`src/rtl/async_fifo_rd_ctrl_if.sv`:
```
// Read-side port bundle of the async FIFO: write-domain pointer in, pop handshake,
// RAM address, flags and the Gray read pointer back out.
interface async_fifo_rd_ctrl_if #(
    parameter int ADDR_WIDTH = 8
);
    logic [ADDR_WIDTH:0]   wr_ptr_gray;
    logic                  rd_req;
    logic                  rd_ack;
    logic [ADDR_WIDTH-1:0] rd_addr;
    logic [ADDR_WIDTH:0]   rd_ptr_gray;
    logic                  empty;
    logic                  almost_empty;
    logic [ADDR_WIDTH:0]   rd_level;

    modport master (
        output wr_ptr_gray, rd_req,
        input  rd_ack, rd_addr, rd_ptr_gray, empty, almost_empty, rd_level
    );

    modport slave (
        input  wr_ptr_gray, rd_req,
        output rd_ack, rd_addr, rd_ptr_gray, empty, almost_empty, rd_level
    );
endinterface

```
`src/rtl/async_fifo_rd_ctrl.sv`:
```
// Read-domain pointer/flag controller of an async FIFO: synchronises the write
// Gray pointer, owns the read pointer and derives empty/almost_empty/occupancy.
module async_fifo_rd_ctrl #(
    parameter int ADDR_WIDTH  = 8,
    parameter int SYNC_STAGES = 2,
    parameter int AE_THRESH   = 2
) (
    input  logic                  sys_clk,
    input  logic                  sys_rst,
    async_fifo_rd_ctrl_if.slave   bus
);
    localparam int PW = ADDR_WIDTH + 1;

    logic [SYNC_STAGES-1:0][PW-1:0] sync;
    logic [PW-1:0] wsync;
    logic [PW-1:0] wbin;
    logic [PW-1:0] rd_ptr_bin;
    logic [PW-1:0] rd_ptr_bin_nxt;
    logic [PW-1:0] rd_ptr_gray;
    logic [PW-1:0] rd_level;
    logic [PW-1:0] rd_level_nxt;
    logic          empty;
    logic          almost_empty;
    logic          rd_ack;

    assign wsync = sync[SYNC_STAGES-1];

    always_comb begin
        wbin = '0;
        for (int i = 0; i < PW; i++)
            wbin[i] = ^(wsync >> i);
    end

    // Pops are refused during reset so the pointer cannot move in the reset cycle.
    assign rd_ack         = bus.rd_req & ~empty & ~sys_rst;
    assign rd_ptr_bin_nxt = rd_ptr_bin + PW'(rd_ack);
    // Modular difference: a full FIFO (MSBs differ) yields exactly 2**ADDR_WIDTH.
    assign rd_level_nxt   = wbin - rd_ptr_bin_nxt;

    always_ff @(posedge sys_clk) begin
        if (sys_rst) begin
            sync         <= '0;
            rd_ptr_bin   <= '0;
            rd_ptr_gray  <= '0;
            rd_level     <= '0;
            empty        <= 1'b1;
            almost_empty <= 1'b1;
        end else begin
            sync[0] <= bus.wr_ptr_gray;
            for (int k = 1; k < SYNC_STAGES; k++)
                sync[k] <= sync[k-1];
            rd_ptr_bin   <= rd_ptr_bin_nxt;
            rd_ptr_gray  <= rd_ptr_bin_nxt ^ (rd_ptr_bin_nxt >> 1);
            rd_level     <= rd_level_nxt;
            empty        <= (rd_level_nxt == '0);
            almost_empty <= (rd_level_nxt <= PW'(AE_THRESH));
        end
    end

    assign bus.rd_ack       = rd_ack;
    assign bus.rd_addr      = rd_ptr_bin[ADDR_WIDTH-1:0];
    assign bus.rd_ptr_gray  = rd_ptr_gray;
    assign bus.empty        = empty;
    assign bus.almost_empty = almost_empty;
    assign bus.rd_level     = rd_level;
endmodule

```
`src/flat_wrapper.sv`:
```
// flat-port wrapper written by rule: the top's interface ports become plain ports
module async_fifo_rd_ctrl_flat 
#(
    parameter int ADDR_WIDTH  = 8,
    parameter int SYNC_STAGES = 2,
    parameter int AE_THRESH   = 2
)
  (sys_clk, sys_rst, bus_wr_ptr_gray, bus_rd_req, bus_rd_ack, bus_rd_addr, bus_rd_ptr_gray, bus_empty, bus_almost_empty, bus_rd_level);
  async_fifo_rd_ctrl_if #(.ADDR_WIDTH(ADDR_WIDTH)) bus_i ();
  input  logic sys_clk;
  input  logic sys_rst;
  input wire logic [$bits(bus_i.wr_ptr_gray)-1:0] bus_wr_ptr_gray;
  input wire logic [$bits(bus_i.rd_req)-1:0] bus_rd_req;
  output wire logic [$bits(bus_i.rd_ack)-1:0] bus_rd_ack;
  output wire logic [$bits(bus_i.rd_addr)-1:0] bus_rd_addr;
  output wire logic [$bits(bus_i.rd_ptr_gray)-1:0] bus_rd_ptr_gray;
  output wire logic [$bits(bus_i.empty)-1:0] bus_empty;
  output wire logic [$bits(bus_i.almost_empty)-1:0] bus_almost_empty;
  output wire logic [$bits(bus_i.rd_level)-1:0] bus_rd_level;
  assign bus_i.wr_ptr_gray = bus_wr_ptr_gray;
  assign bus_i.rd_req = bus_rd_req;
  assign bus_rd_ack = bus_i.rd_ack;
  assign bus_rd_addr = bus_i.rd_addr;
  assign bus_rd_ptr_gray = bus_i.rd_ptr_gray;
  assign bus_empty = bus_i.empty;
  assign bus_almost_empty = bus_i.almost_empty;
  assign bus_rd_level = bus_i.rd_level;
  async_fifo_rd_ctrl #(.ADDR_WIDTH(ADDR_WIDTH), .SYNC_STAGES(SYNC_STAGES), .AE_THRESH(AE_THRESH)) u_core (.sys_clk(sys_clk), .sys_rst(sys_rst), .bus(bus_i));
endmodule
```
`config.mk`:
```
export PLATFORM = sky130hd
export DESIGN_NAME = async_fifo_rd_ctrl_flat
export DESIGN_NICKNAME = d
export VERILOG_FILES = /design/src/rtl/async_fifo_rd_ctrl_if.sv /design/src/rtl/async_fifo_rd_ctrl.sv /design/src/flat_wrapper.sv
export SDC_FILE = /design/constraint.sdc
export NUM_CORES = 1
export LEC_CHECK = 0
export ABC_CLOCK_PERIOD_IN_PS = 4890
export CORE_MARGIN = 10
export CORE_UTILIZATION = 50
export CTS_CLUSTER_SIZE = 12
export DETAILED_ROUTE_END_ITERATION = 12
export PLACE_DENSITY = 0.77
export SETUP_SLACK_MARGIN = 0.5
export SLEW_MARGIN = 10
export SYNTH_ARGS = -nofsm -noshare
export SYNTH_HDL_FRONTEND = slang
export SYNTH_SLANG_ARGS = --single-unit
```
`constraint.sdc`:
```
create_clock -name sys_clk -period 4.89 [get_ports sys_clk]
set_clock_uncertainty 0.15 [all_clocks]
set_input_delay 0.7335 -clock sys_clk [delete_from_list [all_inputs] [get_ports sys_clk]]
set_output_delay 0.7335 -clock sys_clk [all_outputs]
set_load 0.02 [all_outputs]
```
Word-level counts from Yosys, hierarchy flattened

Index checks and enable logic that the tools add are counted.

Bits in registers: 47
Input bits: 12
Output and inout bits: 29
Word-level logic and storage cells: 25

Add/subtract/negate cells: 2
Order comparisons: 1
Bitwise gates (word level): 5
Reductions and logical operators: 10

Operators by type and width:

| operator                                                                          | count |
|---|---|
| 9-bit XOR reduction                                                               | 9 |
| 9-bit by 1-bit adder with 9-bit output                                            | 1 |
| 9-bit by 2-bit less-or-equal comparator with 1-bit output (second input constant) | 1 |
| 9-bit zero test                                                                   | 1 |
| 9-bit subtractor                                                                  | 1 |
| 9-bit by 8-bit XOR with 9-bit output                                              | 1 |
| 1-bit bitwise AND                                                                 | 2 |
| 1-bit inverter                                                                    | 2 |

Longest topological paths before layout

Word-level depth: 6
Gate-level depth with buffers: 16
Gate-level depth less buffers: 14

Least setup slack after synthesis

OpenSTA, ideal clock, no wires.

Kind: input port to flip-flop
Start: in sys_rst
End: reg u_core.empty, in the netlist u_core.bus.empty
Setup time: 0.096 ns
Data arrival time: 4.356 ns
Data required time: 4.644 ns
Slack: 0.288 ns
Cell stages on the path: 16
Buffers on the path: 2
Cell sequence: clkbuf_1 buf_1 nor3b_1 ha_1 ha_1 xor2_1 inv_1 ha_1 a21o_1 a31oi_1 nand2b_1 o211a_1 o41ai_1 xnor2_1 nand4_2 o41ai_2

Word-level cells in the longest chain between the ends: 5

RTL lines:

| element                                | line                     | text |
|---|---|---|
| from (decl)                            | flat_wrapper.sv:11       | `input logic sys_rst;` |
| 1-bit inverter                         | async_fifo_rd_ctrl.sv:35 | `assign rd_ack = bus.rd_req & ~empty & ~sys_rst;` |
| 1-bit bitwise AND                      | async_fifo_rd_ctrl.sv:35 |  |
| net bus_rd_ack                         | flat_wrapper.sv:14       | `output wire logic [$bits(bus_i.rd_ack)-1:0] bus_rd_ack;` |
| 9-bit by 1-bit adder with 9-bit output | async_fifo_rd_ctrl.sv:36 | `assign rd_ptr_bin_nxt = rd_ptr_bin + PW'(rd_ack);` |
| 9-bit subtractor                       | async_fifo_rd_ctrl.sv:38 | `assign rd_level_nxt = wbin - rd_ptr_bin_nxt;` |
| 9-bit zero test                        | async_fifo_rd_ctrl.sv:55 | `empty <= (rd_level_nxt == '0);` |
| to (signal assigned)                   | async_fifo_rd_ctrl.sv:55 |  |
| to (decl)                              | async_fifo_rd_ctrl.sv:22 | `logic empty;` |

The timed path passes the listed nets, and every way through them passes these cells.
A chain may end at the register's enable or synchronous reset.

Final worst setup path

Start: reg u_core.sync, in the netlist u_core.wsync[8]
End: reg u_core.empty, in the netlist u_core.bus.empty

Word-level cells in the longest chain between the ends: 3
Elaborated cells between the ends (all ways): 11
Classes of those cells: 1 x add/sub; 10 x reduce/logical

RTL lines:

| element                           | line                     | text |
|---|---|---|
| from (decl)                       | async_fifo_rd_ctrl.sv:14 | `logic [SYNC_STAGES-1:0][PW-1:0] sync;` |
| from (signal, indexed assignment) | async_fifo_rd_ctrl.sv:51 | `sync[k] <= sync[k-1];` |
| 9-bit XOR reduction               | async_fifo_rd_ctrl.sv:31 | `wbin[i] = ^(wsync >> i);` |
| 9-bit subtractor (*)              | async_fifo_rd_ctrl.sv:38 |  |
| 9-bit zero test (*)               | async_fifo_rd_ctrl.sv:55 |  |

Every way passes the cells marked *; elsewhere a longest branch is shown, timed or not.

==> impl_metrics.ini <==
[worst_setup_path]
start_kind = flip-flop
crit_path_max_fanout = 5
path_class = reg2reg
critical_path_arrival_ns = 4.20
max_stage_delay_ns = 0.54
endpoint_kind = flip-flop
required_ns = 4.95
slowest_stage = xor3_2
path_cells = xor3_2, xnor3_2, xnor2_4, xnor2_2, xnor2_1, ha_1, inv_1, fa_1, a21o_1, or4_4, nand3_2, nand4_2, o41ai_2

[sta]
rsz0062_at_grt = false
maxSlewViolCount = 0
layout_min_cycle_time_ns = 4.14
finalCritPeriodShare_pct = 84.6
relSlewSlack_pct = 45.7
setup_tns_ns = 0
worstMarginPinSlew_ns = 0.809
setup_viol = 0
hold_violations = 0
timing.fmax_ghz = 0.242

[synth]
ys_warn_count = 0
synth_seq_cells = 46
yosys.area.top_type_share_pct = 42.7
synth_edf_count = 0
seq_area_frac_synth_pct = 42.7
syn_nets = 247
postSynth.asyncResetShare_pct = 0
syn-instance-count = 226
yosysTopAreaCell = dfxtp_1
netlist_top_cells_area = dfxtp_1, xnor2_1, nor2b_1, nor2_1, ha_1
synthTopCellsByCount = dfxtp_1, nor2_1, xnor2_1, nor2b_1, nand2_1
avgSynthCellArea_um2 = 9.54
yosysMostFrequentCell = dfxtp_1
syn-cell-area_mm2 = 0.00216
ys.flop_type = dfxtp_1
synthDistinctLibCells = 43

[global_route]
grt_pass1_wl_um = 7500
grt_pass1_vias = 1543
antenna_found_initial = 0
grt_usage_pct = 12.6
grt_max_degree = 46
overflow = 0

[power_and_ir_drop]
clockPowerShare_pct = 25.3
finalPower_uw = 946
swShare_pct = 31.1
combPwrFrac_pct = 31.2
worst_ir_drop_vdd_mv = 0.213
p_int_uw = 652
seq_power_share_pct = 43.5
leakagePower_uw = 0.00105
netSwitchingPower_uw = 294
p_per_area_mw_per_mm2 = 344

[placed_design]
place_inst = 309
io_buffers = 40
dp_hpwl_um = 3440
gp_congestion = 0.915

[clock_network]
cts_tree = yes
holdBufCountCts = 0
clk_path_buf_depth = 2
root_buffer = clkbuf_8
cts_buffers = 5
post_cts_buffers = 0
path_clk_slew_ns = 0.08
clock_sinks = 46
h-tree-depth = 2
clk-insertion-delay-late_ns = 0.31

[routing]
drc = 0
via_count = 1676
dr.pass1.iters = 4
postRouteAntennaNets = 0
wl_per_cell_um = 14.7
routed_wl_um = 4650
initialDrtViolationCount = 239
viasPerCell = 5.29

[finish]
nNetsFinal = 287
diodes = 0
drive_gt1_share_pct = 9.36
area_growth_syn_to_layout_pct = 27.4
instances_no_fill = 317

[run_status]
status = finished, final reports clean

[floorplan]
pin_count = 41
die_area_mm2 = 0.00734
die_x_um = 85.7
core_area_mm2 = 0.00409
start_util_pct = 52.8
die_h_um = 85.7
rows = 23

[min_path]
hold_path.class = reg2reg

[flow_run]
drv_cap = 0
## critical path, delay by kind of cell, from the launching register on
kind | cells | cell delay, ns
and+or+nand+nor | 3 | 0.76
adders and majority gates | 2 | 0.61
buffers and inverters | 1 | 0.07
DFF | 1 | 0.41
xor gates and xnor gates | 5 | 1.52
AOI/OAI and AO/OA | 2 | 0.52
## final timing paths
| path | from | endpoint | slack (ns) | depth (start not counted) |
|---|---|---|---|---|
| worst max-delay path | u_core.wsync[8] | u_core.bus.empty | 0.75 | 13 |
| worst min-delay path | u_core.sync[7] | u_core.wsync[7] | 0.29 | 1 |
| worst max register to register | u_core.wsync[8] | u_core.bus.empty | 0.75 | 13 |
| worst min register to register | u_core.sync[7] | u_core.wsync[7] | 0.29 | 1 |
## state kept, by name, summed over array words and instances, names as in the netlist
register,count
u_core.bus.almost_empty,1
u_core.bus.empty,1
u_core.bus.rd_level,9
u_core.bus.rd_ptr_gray,8
u_core.rd_ptr_bin,9
u_core.sync,9
u_core.wsync,9
## cells in the final DEF (no fill, tap or decap), types with 6 or more instances in the layout
master / count
nor2b_1: 21
xor2_1: 9
nand3_1: 7
clkbuf_8: 6
inv_1: 7
dfxtp_1: 46
xnor2_1: 21
clkdlybuf4s50_1: 40
ha_1: 8
nor3_1: 7
nand2_1: 12
nor2_1: 30
a21oi_1: 7
## cell type report
class                           instances  area [µm²]
Fill cell                             336        1340
Sequential cell                        46         921
Inverter                                7        26.3
Timing Repair Buffer                   42         415
Tap cell                               50        62.6
Clock buffer                            6        82.6
Clock inverter                          2        12.5
Multi-Input combinational cell        164        1230
## logic make-up (layout without fill, tap and decap cells)
kind of cell / count (synthesis) / after routing / synth area share (%)
xor gates and xnor gates: 36 / 36 / 16.9
adders and majority gates: 10 / 10 / 6.09
buffers and inverters: 16 / 57 / 2.78
and+or+nand+nor: 90 / 90 / 21.2
muxes: 3 / 3 / 1.45
AOI/OAI and AO/OA: 25 / 25 / 8.93
DFF: 46 / 46 / 42.7
## metrics by stage
step | setup slack (ns) | hold slack (ns) | util (%) | area [µm²]
2_1_floorplan | 0.553 | 0.264 | - | 2160
3_3_place_gp | 0.503 | 0.268 | 63.8 | 2610
3_5_place_dp | 0.346 | 0.275 | 63.8 | 2610
4_1_cts | 0.544 | 0.295 | 66.3 | 2710
5_1_grt | 0.524 | 0.310 | 67.3 | 2750
6_report | 0.753 | 0.290 | 67.3 | 2750
## routing by layer
layer | part of all wire (%) | GRT usage [%] | vias to the layer above
met3 | 8.5 | 5.49 | 12
met2 | 45 | 19.5 | 60
li1 | - | - | 839
met5 | 0 | 0 | -
met1 | 44 | 15.1 | 765
met4 | 2.5 | 4.64 | 0
## power by group through the flow
stage / clock network (µW) / registers [µW] / logic, µW
floorplan: 0 / 444 / 167
global placement: 0 / 419 / 276
detailed placement: 0 / 420 / 279
CTS: 246 / 411 / 282
global route: 264 / 416 / 320
finish: 240 / 411 / 295
## what timing repair did
item | 4_1_cts | 5_1_grt
gates resized for setup | 1 | 5
endpoints found under the setup margin | 1 | 2
pin swaps | 0 | 1
(Power assumes the default switching activity.)
